<file path="src/rtl/riscv_mem_pkg.sv">
// Shared encodings and defaults for the unified instruction/data memory arbiter.
package riscv_mem_pkg;

   localparam int ADDR_W_DFLT = 32;
   localparam int DATA_W_DFLT = 32;

   localparam logic [1:0] ST_IDLE    = 2'd0;
   localparam logic [1:0] ST_BUSY_IF = 2'd1;
   localparam logic [1:0] ST_BUSY_D  = 2'd2;

   localparam logic GNT_IF = 1'b0;
   localparam logic GNT_D  = 1'b1;

   // Wide enough for any sane DATA_W; users slice the low DATA_W/8 bits.
   localparam logic [127:0] FETCH_BE_ALL = '1;

endpackage

</file>
<file path="src/rtl/mem_timeout_ctr.sv">
// Wait-state counter for one memory access; flags the cycle whose stall would reach TIMEOUT.
module mem_timeout_ctr #(
   parameter int TIMEOUT = 255
) (
   input  logic clk,
   input  logic reset,
   input  logic clr,
   input  logic inc,
   output logic expired
);

   localparam int CW = $clog2(TIMEOUT + 1);

   logic [CW-1:0] cnt;

   assign expired = inc & (cnt == CW'(TIMEOUT - 1));

   always_ff @(posedge clk) begin
      if (reset || clr)
         cnt <= '0;
      else if (inc)
         cnt <= cnt + CW'(1);
   end

endmodule

</file>
<file path="src/rtl/mem_arbiter.sv">
// Single-port memory arbiter shared by instruction fetch and load/store.
// Optional per-access wait timeout is enabled by defining MEM_TIMEOUT_EN.
module mem_arbiter
   import riscv_mem_pkg::*;
#(
   parameter int ADDR_W  = ADDR_W_DFLT,
   parameter int DATA_W  = DATA_W_DFLT,
   parameter int TIMEOUT = 255
) (
   input  logic                clk,
   input  logic                reset,
   input  logic                if_req,
   input  logic [ADDR_W-1:0]   if_addr,
   output logic [DATA_W-1:0]   if_rdata,
   output logic                if_done,
   input  logic                d_req,
   input  logic                d_we,
   input  logic [ADDR_W-1:0]   d_addr,
   input  logic [DATA_W-1:0]   d_wdata,
   input  logic [DATA_W/8-1:0] d_be,
   output logic [DATA_W-1:0]   d_rdata,
   output logic                d_done,
   output logic                mem_en,
   output logic                mem_we,
   output logic [ADDR_W-1:0]   mem_addr,
   output logic [DATA_W-1:0]   mem_wdata,
   output logic [DATA_W/8-1:0] mem_be,
   input  logic [DATA_W-1:0]   mem_rdata,
   input  logic                mem_ready,
   output logic                busy,
   output logic                mem_err
);

   localparam int BE_W = DATA_W / 8;

   logic [1:0] state;
   logic       last_grant;
   logic       q_if, q_d, gnt_if, gnt_d;
   logic       in_busy, complete, tmo_expire;

   // A requester whose done is high this cycle is still holding the old request.
   assign q_if    = if_req & ~if_done;
   assign q_d     = d_req & ~d_done;
   assign gnt_if  = q_if & (~q_d | (last_grant == GNT_D));
   assign gnt_d   = q_d & ~gnt_if;
   assign in_busy  = (state != ST_IDLE);
   assign complete = in_busy & mem_en & mem_ready;

`ifdef MEM_TIMEOUT_EN
   mem_timeout_ctr #(.TIMEOUT(TIMEOUT)) u_tmo (
      .clk     (clk),
      .reset   (reset),
      .clr     (~in_busy),
      .inc     (in_busy & mem_en & ~mem_ready),
      .expired (tmo_expire)
   );
`else
   assign tmo_expire = 1'b0;
`endif

   always_ff @(posedge clk) begin
      if (reset) begin
         state      <= ST_IDLE;
         last_grant <= GNT_D;
         mem_en     <= 1'b0;
         mem_we     <= 1'b0;
         mem_addr   <= '0;
         mem_wdata  <= '0;
         mem_be     <= '0;
         if_rdata   <= '0;
         if_done    <= 1'b0;
         d_rdata    <= '0;
         d_done     <= 1'b0;
         busy       <= 1'b0;
         mem_err    <= 1'b0;
      end else begin
         if_done <= 1'b0;
         d_done  <= 1'b0;
         mem_err <= 1'b0;
         case (state)
            ST_IDLE: begin
               if (gnt_if) begin
                  state      <= ST_BUSY_IF;
                  last_grant <= GNT_IF;
                  mem_en     <= 1'b1;
                  mem_we     <= 1'b0;
                  mem_addr   <= if_addr;
                  mem_wdata  <= '0;
                  mem_be     <= FETCH_BE_ALL[BE_W-1:0];
                  busy       <= 1'b1;
               end else if (gnt_d) begin
                  state      <= ST_BUSY_D;
                  last_grant <= GNT_D;
                  mem_en     <= 1'b1;
                  mem_we     <= d_we;
                  mem_addr   <= d_addr;
                  mem_wdata  <= d_wdata;
                  mem_be     <= d_be;
                  busy       <= 1'b1;
               end
            end
            ST_BUSY_IF: begin
               if (complete || tmo_expire) begin
                  if_done  <= 1'b1;
                  if_rdata <= complete ? mem_rdata : '0;
                  mem_err  <= ~complete;
                  mem_en   <= 1'b0;
                  mem_we   <= 1'b0;
                  busy     <= 1'b0;
                  state    <= ST_IDLE;
               end
            end
            ST_BUSY_D: begin
               if (complete || tmo_expire) begin
                  d_done <= 1'b1;
                  // Stores never disturb the last load result.
                  if (!mem_we)
                     d_rdata <= complete ? mem_rdata : '0;
                  mem_err <= ~complete;
                  mem_en  <= 1'b0;
                  mem_we  <= 1'b0;
                  busy    <= 1'b0;
                  state   <= ST_IDLE;
               end
            end
            default: begin
               state  <= ST_IDLE;
               mem_en <= 1'b0;
               mem_we <= 1'b0;
               busy   <= 1'b0;
            end
         endcase
      end
   end

endmodule
</file>
<file path="config.mk">
export PLATFORM = sky130hd
export DESIGN_NAME = mem_arbiter
export DESIGN_NICKNAME = d
export VERILOG_FILES = /design/src/rtl/riscv_mem_pkg.sv /design/src/rtl/mem_timeout_ctr.sv /design/src/rtl/mem_arbiter.sv
export SDC_FILE = /design/constraint.sdc
export NUM_CORES = 1
export LEC_CHECK = 0
export ABC_AREA = 1
export CAP_MARGIN = 20
export CORE_AREA = 2 2 128 130
export DETAILED_ROUTE_END_ITERATION = 16
export DIE_AREA = 0 0 130 132
export PLACE_DENSITY = 0.75
export SLEW_MARGIN = 20
export SYNTH_ARGS = -nofsm -noshare
export SYNTH_HDL_FRONTEND = slang
export SYNTH_SLANG_ARGS = --single-unit
export TNS_END_PERCENT = 100
</file>
<file path="constraint.sdc">
create_clock -name clk -period 1.7 [get_ports clk]
set_clock_uncertainty 0.15 [all_clocks]
set_input_delay 0.34 -clock clk [delete_from_list [all_inputs] [get_ports clk]]
set_output_delay 0.34 -clock clk [all_outputs]
set_load 0.005 [all_outputs]
</file>
==> flow_summary.ini, run 1 <==
[placed_design]
place_ws_ns = -0.243
place_inst = 1233
hpwl_mm = 12.5
port_buffers = 275
gp_congestion = 0.794

[power_and_ir_drop]
powerDensity_mw_per_mm2 = 1040
max-vdd-ir-drop_uv = 668
clkPwrFrac_pct = 38.6
p_sw_share_pct = 27.3
seq_power_share_pct = 38.5
power.net_switching_w = 0.00263
power_frac_comb_pct = 22.9
p_int_w = 0.00701
p_leak_nw = 4.52

[cts]
cts_htree_levels = 4
clkTransAtPathRegs_ns = 0.06
clockRootBuffer = clkbuf_16
cts_tree = built
clk_latency_ns = 0.41
cts_buffers = 17
cts_buffer_depth = 2
clock-sinks = 140
cts_hold_buf = 0

[logic_synthesis]
synthesis.nets = 907
synth_warnings = 0
postSynthCellCount = 766
syn-cell-area_mm2 = 0.00557
synth-main-ff-cell = dfxtp_1
syn_avg_cell_area_um2 = 7.27
synthDistinctLibCells = 23
ys_ff_latch = 140
seq_area_frac_synth_pct = 50.4
synth-async-reset-ratio_pct = 0
synth_edf_count = 0

[grt]
grt_max_degree = 65
antenna_found_initial = 0
grt_usage_pct = 20.6
grt_overflow = 0
first_global_vias = 5531
grt_pass1_wl_mm = 27.8

[setup_path]
crit_type = flip-flop to flip-flop
crit_slowest_cell = dfxtp_2
path_cells = inv_2 -> ha_4 -> inv_4 -> nand3_4 -> nor3_4 -> inv_4 -> clkbuf_16 -> nor2_1 -> nor2_1
cp_num_buf_inv = 4
end_kind = flip-flop
path_depth = 9
cp.required_ns = 1.86
r2r_cells = 9
worst_ep_arrival_time_ns = 1.81
crit_path_max_incr_delay_ns = 0.34
worstPathMaxFanout = 5
worstSetupStartpointType = flip-flop
path_delay_family = simple AND/OR/NAND/NOR gates

[sta]
period_minus_slack_ns = 1.65
slew_violations = 0
hold_viol_final = 0
fin_ws_ns = 0.0466
setup_violations = 0
max_freq_mhz = 605
fin_crit_sh_pct = 97.3
tns_ns = 0

[floorplan]
start_util_pct = 35.4
fp.dieArea_mm2 = 0.0172
die_w_um = 130
rows = 46
core-area_mm2 = 0.0157
fp.dieH_um = 132
io_pins = 276

[route]
viasPerCell = 4.64
wl_mm = 18.2
num_vias = 5889
drt_iter0_drc = 344
wl_per_cell_um = 14.4
drtPass1Iterations = 5
drcViolationCount = 0
ant_nets = 0

[hold_path]
hold_path_depth = 2
worstHoldPathType = input pin to flip-flop

[finish]
insertedDiodeCount = 0
area.growth.synth_to_final_pct = 67.3
final_cells = 1270
nNetsFinal = 1183
drive_gt1_share_pct = 9.11

[run_status]
status = complete, no violations

[run]
maxCapViolations = 0
power groups by stage:
stage,registers [W],logic [W],clock network [W]
2_1_floorplan,0.00379,0.00103,0
3_3_place_gp,0.00378,0.00232,0
3_5_place_dp,0.00378,0.00234,0
4_1_cts,0.00371,0.00218,0.00380
5_1_grt,0.00375,0.00244,0.00393
6_report,0.00371,0.00221,0.00372
state kept, by name, indices dropped and copies added (netlist names):
register and count:
busy 1, d_done 1, d_rdata 32, if_done 1
if_rdata 32, last_grant 1, mem_addr 32, mem_be 4
mem_err 1, mem_wdata 32, mem_we 1, state 2
worst paths after layout:
check	from	to	slack, ns
worst min-delay path	reset	mem_wdata[0]	0.11
worst max-delay path	state[0]	d_rdata[1]	0.05
worst min register to register	if_rdata[14]	if_rdata[14]	0.31
worst max register to register	state[0]	d_rdata[1]	0.05
placed cells by master, fill, tap and decap left out, drive strengths merged:
cell type	instances
nand2	171
nor2	140
dfxtp	140
dlygate4sd2	138
clkdlybuf4s50	136
nand3	102
a21oi	68
inv	47
o21ai	36
buf	35
clkbuf	22
clkinv	5
clkinvlp	3
bufinv	3
ha	3
nor3	2
a21boi	1
o211ai	1
conb	1
synthesized netlist by cell type (2+ instances only):
master | n | area (um^2)
clkbuf_1 | 22 | 82.6
buf_2 | 21 | 105
buf_6 | 5 | 56.3
o21ai_0 | 32 | 160
a21oi_1 | 67 | 335
o21ai_1 | 4 | 20.0
buf_4 | 6 | 45.0
ha_1 | 3 | 37.5
nand3_1 | 101 | 505
nor2_1 | 140 | 526
nand2_1 | 169 | 634
inv_2 | 2 | 7.51
dfxtp_1 | 140 | 2800
nand2_2 | 2 | 12.5
inv_1 | 44 | 165
worst reg2reg max path, stage by stage, from the launching register on:
cell and delay, ns:
dfxtp_2 0.34, inv_2 0.05, ha_4 0.16, inv_4 0.07, nand3_4 0.08, nor3_4 0.22, inv_4 0.12, clkbuf_16 0.18
nor2_1 0.11, nor2_1 0.07
area by class of cell:
cell class / count / area, um^2
clock buffers: 19 / 443
clock inverters: 12 / 146
fillers: 1496 / 6400
inverters: 46 / 178
multi-input cells: 525 / 2340
flip-flops and latches: 140 / 2820
well taps: 216 / 270
repair buffers: 312 / 3120
cells by family (layout without fill, tap and decap cells):
kind of cell	count (synthesis)	in the layout	synth area share, %
simple gates	415	415	30.7
buf+inv	101	389	8.36
compound gates	106	106	9.82
fa+ha+maj	3	3	0.675
flops	140	140	50.4
other cells	1	1	0.0674
metal layers:
metal | routed length [um] | part of all wire, % | vias up | track usage [%]
li1 | - | - | 3002 | -
met1 | 7440 | 41 | 2631 | 23.9
met2 | 8880 | 49 | 229 | 34.1
met3 | 1550 | 8.5 | 27 | 7.63
met4 | 379 | 2.1 | 0 | 8.06
met5 | 0 | 0 | - | 0
through the flow:
step	utilization [%]	total power [W]	cell area, um^2	hold slack, ns
after global routing	59.3	0.0101	9310	0.113
after floorplan	-	0.00482	5570	0.306
after global placement	55.4	0.00610	8700	0.297
final	59.3	0.00964	9310	0.112
after detailed placement	55.4	0.00613	8700	0.301
after CTS	58.2	0.00969	9140	0.0949
timing repair:
item | in CTS | in global routing
pin swaps | 0 | 1
gates cloned | 0 | 3
setup endpoints to repair | 177 | 50
gates resized for setup | 150 | 25
setup buffers | 0 | 3
Note: power is estimated with default switching activity, not from simulation.
==> run 2: changes to the inputs <==
--- a/config.mk
+++ b/config.mk
@@ -7,9 +7,9 @@
 export LEC_CHECK = 0
 export ABC_AREA = 1
 export CAP_MARGIN = 20
-export CORE_AREA = 2 2 128 130
+export CORE_AREA = 5 5 131 133
 export DETAILED_ROUTE_END_ITERATION = 16
-export DIE_AREA = 0 0 130 132
+export DIE_AREA = 0 0 136 138
 export PLACE_DENSITY = 0.75
 export SLEW_MARGIN = 20
 export SYNTH_ARGS = -nofsm -noshare
==> flow_summary.ini, run 2 (synthesized netlist as in run 1, its figures left out) <==
[sta]
max_freq_mhz = 589
fin_crit_sh_pct = 99.9
setup_violations = 0
tns_ns = 0
period_minus_slack_ns = 1.70
rsz0062_at_grt = true
slew_violations = 0
hold_viol_final = 0

[power_and_ir_drop]
p_leak_nw = 4.64
power_w = 0.0101
max-vdd-ir-drop_uv = 676
powerDensity_mw_per_mm2 = 1060

[setup_path]
end_kind = flip-flop
worstPathMaxFanout = 6
r2r_start = state[1]
worst_ep_arrival_time_ns = 1.85
crit_path_max_incr_delay_ns = 0.32
cp_num_buf_inv = 7
crit_slowest_cell = dfxtp_2
path_delay_family = buffers and inverters
worstSetupStartpointType = flip-flop
critPathLaunch = state[1]
cp.required_ns = 1.85
path_cells = inv_2 -> ha_4 -> inv_4 -> buf_6 -> a21oi_4 -> buf_12 -> buf_12 -> clkbuf_16 -> nand3_1 -> nand2_1 -> inv_1
cpMostUsedCell = buf_12
crit_type = flip-flop to flip-flop

[cts]
cts_buffers = 17
cts_tree = built
cts_hold_buf = 0
clockRootBuffer = clkbuf_16
clk_latency_ns = 0.40
clkTransAtPathRegs_ns = 0.06
clock-sinks = 140
cts_htree_levels = 4
cts_buffer_depth = 2

[grt]
grt_overflow = 0
first_global_vias = 5607
antenna_found_initial = 0
grt_usage_pct = 18.8
grt_pass1_wl_mm = 28.5
grt_max_degree = 65

[finish]
nNetsFinal = 1199
fin_util_pct = 60.7
mostFrequentLayoutCells = nand2_1, dlygate4sd2_1, dfxtp_1, clkdlybuf4s50_1, nor2_1
final_cells = 1286
area.growth.synth_to_final_pct = 71.4
drive_gt1_share_pct = 11.5
final_common_cell = nand2_1
insertedDiodeCount = 0

[floorplan]
fp.dieH_um = 138
die_w_um = 136
io_pins = 276
start_util_pct = 35.4
fp.dieArea_mm2 = 0.0188
rows = 46
core-area_mm2 = 0.0157

[route]
ant_nets = 0
wl_mm = 18.9
drcViolationCount = 0
num_vias = 5989
wl_per_cell_um = 14.7
viasPerCell = 4.66
drt_iter0_drc = 221
drtPass1Iterations = 4

[hold_path]
hp-start = reset
worstHoldPathType = input pin to flip-flop

[placed_design]
gp_congestion = 0.814
port_buffers = 275
place_inst = 1246
hpwl_mm = 13.4

[run_status]
status = complete, no violations

[run]
maxCapViolations = 0
==> run 2: cell types whose count changed in the layout (fill, tap and decap cells not counted), sizes merged <==
| cell | change |
|---|---|
| buf | +14 |
| clkbuf | +4 |
| clkinv | -2 |
| clkinvlp | -1 |
| inv | +1 |
==> run 2: final timing paths <==
check	endpoint	slack, ns	cells past startpoint
worst max-delay path	mem_addr[23]	0.001	11
worst min-delay path	last_grant	0.27	4
worst max register to register	mem_addr[23]	0.001	11
worst min register to register	if_rdata[22]	0.31	2
==> run 2: stage by stage <==
step | area, um^2 | setup WS (ns) | hold slack, ns
2_1_floorplan | 5570 | 0.0599 | 0.306
3_3_place_gp | 8770 | -0.214 | 0.298
3_5_place_dp | 8770 | -0.240 | 0.302
4_1_cts | 9250 | 0.00458 | 0.255
5_1_grt | 9540 | -0.0889 | 0.261
6_report | 9540 | 0.00132 | 0.267
==> run 2: power by group <==
part	internal (W)	switching, W
clock network	0.00242	0.00137
registers	0.00357	0.000151
logic	0.00137	0.00120
total	0.00736	0.00272
==> run 2: worst register-to-register path, delay by kind of cell (launching register included) <==
family / cells / cell delay [ns]
compound gates: 1 / 0.13
flops: 1 / 0.32
buf+inv: 7 / 0.70
fa+ha+maj: 1 / 0.15
simple gates: 2 / 0.14
==> run 2: layout make-up <==
cell class,count,area (um^2)
repair buffers,328,3290
clock inverters,10,138
clock buffers,21,470
well taps,216,270
fillers,1442,6180
flip-flops and latches,140,2810
inverters,46,175
multi-input cells,525,2390
==> run 2: repair_timing <==
item                                    4_1_cts  5_1_grt
endpoints found under the hold margin         0        0
resized for setup                           148       41
setup buffers                                 1        2
cloned                                        0        6
endpoints found under the setup margin      149      132
pin swaps                                     1       17
==> run 2: layer usage <==
layer | vias to the layer above | track usage (%) | wire length [um]
li1 | 3022 | - | -
met1 | 2710 | 21.3 | 7350
met2 | 227 | 31.2 | 9060
met3 | 30 | 8.31 | 2100
met4 | 0 | 6.84 | 430
met5 | - | 0 | 0
